## src/rtl/cache_req_arbiter.sv

```systemverilog
// Round-robin arbiter sharing one blocking single-ported cache between an I-fetch and a D port.
// Optional performance counters are enabled by defining CACHE_ARB_PERF_CNT_EN.
module cache_req_arbiter #(
    parameter int ADDR_LEN  = 32,
    parameter int CNT_WIDTH = 32
) (
    input  logic                clk,
    input  logic                rst,
    input  logic                i_req,
    input  logic [ADDR_LEN-1:0] i_addr,
    output logic [31:0]         i_rdata,
    output logic                i_ack,
    input  logic                d_req,
    input  logic                d_we,
    input  logic [ADDR_LEN-1:0] d_addr,
    input  logic [31:0]         d_wdata,
    output logic [31:0]         d_rdata,
    output logic                d_ack,
    output logic [ADDR_LEN-1:0] c_addr,
    output logic                c_rd_req,
    output logic                c_wr_req,
    output logic [31:0]         c_wr_data,
    input  logic                c_miss,
    input  logic [31:0]         c_rd_data
`ifdef CACHE_ARB_PERF_CNT_EN
    ,
    output logic [CNT_WIDTH-1:0] i_grant_cnt,
    output logic [CNT_WIDTH-1:0] d_grant_cnt,
    output logic [CNT_WIDTH-1:0] stall_cnt
`endif
);

    typedef enum logic [1:0] {IDLE, BUSY, DONE} state_t;
    typedef enum logic       {PORT_I, PORT_D}   port_t;

    state_t              state, state_nxt;
    port_t               owner, last_grant, grant;
    logic [ADDR_LEN-1:0] op_addr;
    logic                op_we;
    logic [31:0]         op_wdata;

    if (CNT_WIDTH < 1) begin : g_cnt_width_check
        $error("CNT_WIDTH must be at least 1");
    end

    // On a tie the port that did not win last time gets the cache.
    always_comb begin
        grant = PORT_I;
        if (i_req && d_req)
            grant = (last_grant == PORT_I) ? PORT_D : PORT_I;
        else if (d_req)
            grant = PORT_D;
    end

    always_comb begin
        state_nxt = state;
        case (state)
            IDLE:    if (i_req || d_req) state_nxt = BUSY;
            BUSY:    if (!c_miss)        state_nxt = DONE;
            DONE:                        state_nxt = IDLE;
            default:                     state_nxt = IDLE;
        endcase
    end

    // NOTE: every output gets a default before the case so no latch is inferred.
    always_comb begin
        c_addr    = '0;
        c_wr_data = '0;
        c_rd_req  = 1'b0;
        c_wr_req  = 1'b0;
        i_ack     = 1'b0;
        d_ack     = 1'b0;
        i_rdata   = '0;
        d_rdata   = '0;
        case (state)
            BUSY: begin
                c_addr    = op_addr;
                c_wr_data = op_wdata;
                c_rd_req  = ~op_we;
                c_wr_req  = op_we;
            end
            DONE: begin
                if (owner == PORT_I) begin
                    i_ack   = 1'b1;
                    i_rdata = c_rd_data;
                end else begin
                    d_ack   = 1'b1;
                    d_rdata = op_we ? 32'h0 : c_rd_data;
                end
            end
            default: ;
        endcase
    end

    // NOTE: state registers use non-blocking assignments so all flops update together.
    always_ff @(posedge clk or posedge rst) begin
        if (rst) begin
            state      <= IDLE;
            owner      <= PORT_I;
            last_grant <= PORT_D;
            op_addr    <= '0;
            op_we      <= 1'b0;
            op_wdata   <= '0;
        end else begin
            state <= state_nxt;
            if (state == IDLE && (i_req || d_req)) begin
                owner <= grant;
                if (grant == PORT_I) begin
                    op_addr  <= i_addr;
                    op_we    <= 1'b0;
                    op_wdata <= '0;
                end else begin
                    op_addr  <= d_addr;
                    op_we    <= d_we;
                    op_wdata <= d_wdata;
                end
            end
            if (state == DONE)
                last_grant <= owner;
        end
    end

`ifdef CACHE_ARB_PERF_CNT_EN
    always_ff @(posedge clk or posedge rst) begin
        if (rst) begin
            i_grant_cnt <= '0;
            d_grant_cnt <= '0;
            stall_cnt   <= '0;
        end else begin
            if (state == IDLE && (i_req || d_req)) begin
                if (grant == PORT_I) i_grant_cnt <= i_grant_cnt + CNT_WIDTH'(1);
                else                 d_grant_cnt <= d_grant_cnt + CNT_WIDTH'(1);
            end
            if (state == BUSY && c_miss)
                stall_cnt <= stall_cnt + CNT_WIDTH'(1);
        end
    end
`endif

endmodule

```

## config.mk

```make
export PLATFORM = sky130hd
export DESIGN_NAME = cache_req_arbiter
export DESIGN_NICKNAME = d
export VERILOG_FILES = /design/src/rtl/cache_req_arbiter.sv
export SDC_FILE = /design/constraint.sdc
export NUM_CORES = 1
export LEC_CHECK = 0
export ABC_AREA = 1
export BUFFER_PORTS_ARGS = -buffer_cell sky130_fd_sc_hd__buf_2
export CORE_AREA = 2 2 163 101
export CTS_BUF_LIST = sky130_fd_sc_hd__clkbuf_8
export CTS_CLUSTER_SIZE = 20
export DETAILED_ROUTE_END_ITERATION = 12
export DIE_AREA = 0 0 165 103
export GPL_ROUTABILITY_DRIVEN = 0
export GPL_TIMING_DRIVEN = 0
export SLEW_MARGIN = 20
export SYNTH_ARGS = -nofsm -noshare
export SYNTH_HDL_FRONTEND = slang
export SYNTH_SLANG_ARGS = --single-unit
```

## constraint.sdc

```tcl
create_clock -name clk -period 2.2 [get_ports clk]
set_input_delay 0.22 -clock clk [delete_from_list [all_inputs] [get_ports clk]]
set_output_delay 0.22 -clock clk [all_outputs]
set_load 0.1 [all_outputs]
```

# Yosys cells after proc, flatten, opt, wreduce, memory -nomap -nowiden

Cells that the tools add are included.

Input port bits: 134
Register bits after elaboration: 69
Logic and storage cells: 38

Reduce and logical (&&, ||, !) cells: 5
Muxes and demuxes: 22
Equal/unequal tests: 4
Bitwise gates (word level): 1

Operator list:

| operator                                                                 | number |
|---|---|
| 32-bit 2-to-1 mux                                                        | 9 |
| 1-bit 2-to-1 mux                                                         | 10 |
| 2-bit 2-to-1 mux                                                         | 2 |
| 2-bit one-hot mux with 2 select lines                                    | 1 |
| 2-bit by 1-bit == test with 1-bit output (second input constant)         | 1 |
| 2-bit == test (second input constant)                                    | 1 |
| 1-bit logical AND                                                        | 2 |
| 2-bit zero test                                                          | 1 |
| 2-bit by 1-bit inequality test with 1-bit output (second input constant) | 1 |
| 2-bit inequality test (second input constant)                            | 1 |
| 2-bit AND reduction                                                      | 1 |
| 1-bit logical OR                                                         | 1 |
| 1-bit NOT                                                                | 1 |

# Logic depth before layout (Yosys ltp)

Depth in word-level cells: 3
Gate-level depth with buffers: 8

# Worst setup path before layout

No wires, ideal clock.

Path kind: reg-to-output
Start point: register state[0]
End point: output port d_rdata[10]
Stages on the path, launching flop included: 7
Path buffers: 1
Arrival time: 3.613 ns
Data required time: 1.980 ns
Path slack: -1.633 ns
Cell sequence: dfrtp_1 -> inv_1 -> nand2_1 -> nor2_1 -> nand2_1 -> buf_2 -> nor2_1

Longest elaborated chain between the ends: 2

Ends and longest elaborated chain:

| what                     | line | source |
|---|---|---|
| start: declaration       | 36   | `state_t state, state_nxt;` |
| start signal: assignment | 105  | `state <= state_nxt;` |
| 2-bit == test            | 75   | `case (state)` |
| 32-bit 2-to-1 mux        | 75   |  |
| end: declaration         | 17   | `output logic [31:0] d_rdata,` |

No other way between the ends.

# Worst setup path in the final report

Start point: register state[1]
End point: output port c_addr[22]

Longest elaborated chain between the ends: 2

Ends and longest elaborated chain:

| what                                     | line | source |
|---|---|---|
| 2-bit by 1-bit == test with 1-bit output | 75   |  |
| 32-bit 2-to-1 mux                        | 75   |  |
| end: declaration                         | 19   | `output logic [ADDR_LEN-1:0] c_addr,` |

No other way between the ends.

==> results.toml <==
[clock_tree]
setup_fix_bufs_post_cts = 0
clockRootBuffer = "sky130_fd_sc_hd__clkbuf_8"
cts_tree = "done"
clk_pin_slew_ns = 0.10
worst_skew_pair.late_latency_ns = 0.36
clock_path_buffers = 2
tritoncts_num_sinks = 69
cts_inserted_buffers = 9
clock_tree.htree_level_count = 3

[worst_setup_path]
kind_of_critical_path = "register to primary output"
cp-startpoint = "state[1]"
worst-path-max-fanout = 10
timing.rr.end = "op_wdata[9]"
crit-reg2reg-launch = "last_grant"
worst_setup_path_end_kind = "primary output"
worstPathRequired_ns = 1.98
timing.critical_path.from_type = "register"
worstSetupEndpoint = "c_addr[22]"
r2r_slack_ns = 0.59
worst_r2r_path_depth = 6
cp.arrival_ns = 1.85

[finish]
ratio_of_cells_with_drive_above_1_in_the_final_layout_pct = 40.48
mostFrequentLayoutCells = "182 x sky130_fd_sc_hd__buf_2, 170 x sky130_fd_sc_hd__nand2_1, 164 x sky130_fd_sc_hd__inv_1"
syn_to_final_growth_pct = 63.06
multi_input_comb_area_um2 = 2165
final_net_count = 1095
sequential_cell_area_um2 = 1728
final_common_cell = "sky130_fd_sc_hd__buf_2"
filler_cell_count = 1677

[run_status]
run_status = "complete, no violations"

[synthesis]
syn-num-nets = 817
synthesis.area_um2 = 4250
post_synthesis_register_bit_count = 69
synthTopCellsByArea = "sky130_fd_sc_hd__dfrtp_1 40%, sky130_fd_sc_hd__nand2_1 15%, sky130_fd_sc_hd__inv_1 15%"
synthesized_area_divided_by_synthesized_cell_count_um2 = 6.223
syn_inst = 683
yosysWarningCount = 0
synthDistinctLibCells = 15
post-synth-top-area-fraction_pct = 40.04
synth.yosys.seq_area_share_pct = 40.65
post-synth-top-area-cell = "sky130_fd_sc_hd__dfrtp_1"

[global_routing]
grt_usage_pct = 17.44
grt_pass1_wl_mm = 22.73
grt_pass1_vias = 4453
globalRoute.totalOverflow = 0
grt_max_degree = 38
grt_antenna_before_repair = 2

[timing]
setup_viol_count_final = 0
final_min_period_over_clock_period_pct = 94.21
final-max-slew-violation-count = 0
tns_ns = 0
timing.fmax_mhz = 482.5
unrepaired_setup_endpoints_after_global_routing = "true"
finalWorstPathRequiredPeriod_ns = 2.073
worst_clock_skew_ns = 0.01934
worst_slew_margin_rel_pct = 63.35
tightestPinTransition_ns = 0.5497
finalHoldViolCount = 0

[place]
dp.final_hpwl_mm = 11.95
place.port_buffers = 264

[floorplan]
floorplan.die_area_um2 = 17000
initial_utilization_pct = 27.04
boundaryPins = 266
die_h_um = 103
die_w_um = 165
placement_rows = 36
core-area_um2 = 15720

[pwr]
power_w = 0.01109
powerDensity_nw_per_um2 = 1601
static-leakage-power_nw = 4.091
ir_drop_uv = 929.3

[routing]
overall_routed_net_length_mm = 15.27
routed-via-count = 4872
route.detailed.vias_per_inst = 4.139
detailedRoute.firstIterationViolations = 224
route.detailed.wl_per_inst_um = 12.98
drt-pass1-iter-count = 5
ant_nets = 0
drt_drc_violations_left = 0

[job]
cap_viol_max_count = 0

[hold_path]
hp-class = "input port to register"
==> how the worst min path moves through the flow <==
| stage | depth (start not counted) | end | start |
|---|---|---|---|
| 3_5_place_dp | 2 | op_wdata[8] | rst |
| 5_1_grt | 3 | op_wdata[27] | d_wdata[27] |
| 4_1_cts | 3 | op_wdata[26] | d_wdata[26] |
| 2_1_floorplan | 1 | state[1] | c_miss |
| 6_report | 3 | op_wdata[26] | d_wdata[26] |
| 3_3_place_gp | 2 | state[1] | c_miss |
==> sequential cells by signal, summed over array words and instances (netlist names) <==
name,count
last_grant,1
op_wdata,32
owner,1
op_addr,32
op_we,1
state,2
==> synth_stat cells, drive strengths merged <==
cell / count
nand2: 171
o21ai: 2
nand3: 98
dfstp: 1
dfrtp: 68
clkbuf: 8
inv: 168
buf: 32
nor2: 135
==> power breakdown <==
part           internal, W  total (W)  switching (W)  leakage (nW)
Combinational      0.00159    0.00769        0.00611          3.11
Clock             0.000579    0.00116       0.000578         0.107
Sequential         0.00191    0.00224       0.000336         0.870
Total              0.00407     0.0111        0.00702          4.09
==> metal layers <==
layer	GRT usage, %	part of all wire (%)	up-vias
li1	-	-	2524
met1	23.43	46	2135
met2	27.95	45	201
met3	4.988	8.7	12
met4	4.080	1.0	0
met5	0	0	-
==> worst max-delay path, stage by stage (launching register included) <==
cell                      delay, ns
sky130_fd_sc_hd__dfrtp_1       0.38
sky130_fd_sc_hd__inv_1         0.09
sky130_fd_sc_hd__nand2_1       0.14
sky130_fd_sc_hd__buf_2         0.23
sky130_fd_sc_hd__buf_2         0.22
sky130_fd_sc_hd__nor2_1        0.14
sky130_fd_sc_hd__buf_4         0.31
==> logic make-up after synthesis <==
kind of cell | count (synthesis) | synth area share (%)
AO/OA/AOI/OAI | 2 | 0.2355
AND/OR/NAND/NOR | 404 | 38.80
flip-flops | 69 | 40.65
buffers and inverters | 208 | 20.31
==> metrics by stage <==
stage                     hold slack (ns)  setup slack, ns  cell area, um2  std cells  util, %
final                             0.08037           0.1274            6930       1177    44.09
after global routing              0.06392        -0.004041            6928       1176    44.07
after CTS                         0.05994         0.001564            6680       1175    42.49
after detailed placement           0.3014           0.2815            6397       1157    40.70
after global placement             0.3905          -0.8329            6375       1156    40.55
after floorplan                    0.2864          -0.1170            4792        683        -
==> cell type report <==
class	count	area share (%)
Multi-Input combinational cell	406	31.23
Sequential cell	69	24.93
Timing Repair Buffer	267	23.69
Inverter	168	9.171
Buffer	40	4.026
Tap cell	209	3.773
Clock buffer	10	1.986
Clock inverter	6	1.119
Antenna cell	2	0.07222
==> what timing repair did <==
action	4_1_cts	5_1_grt
hold buffers	2	0
hold endpoints to repair	36	0
endpoints found under the setup margin	19	86
gates resized for setup	19	123
Power figures use the tool's default switching activity.
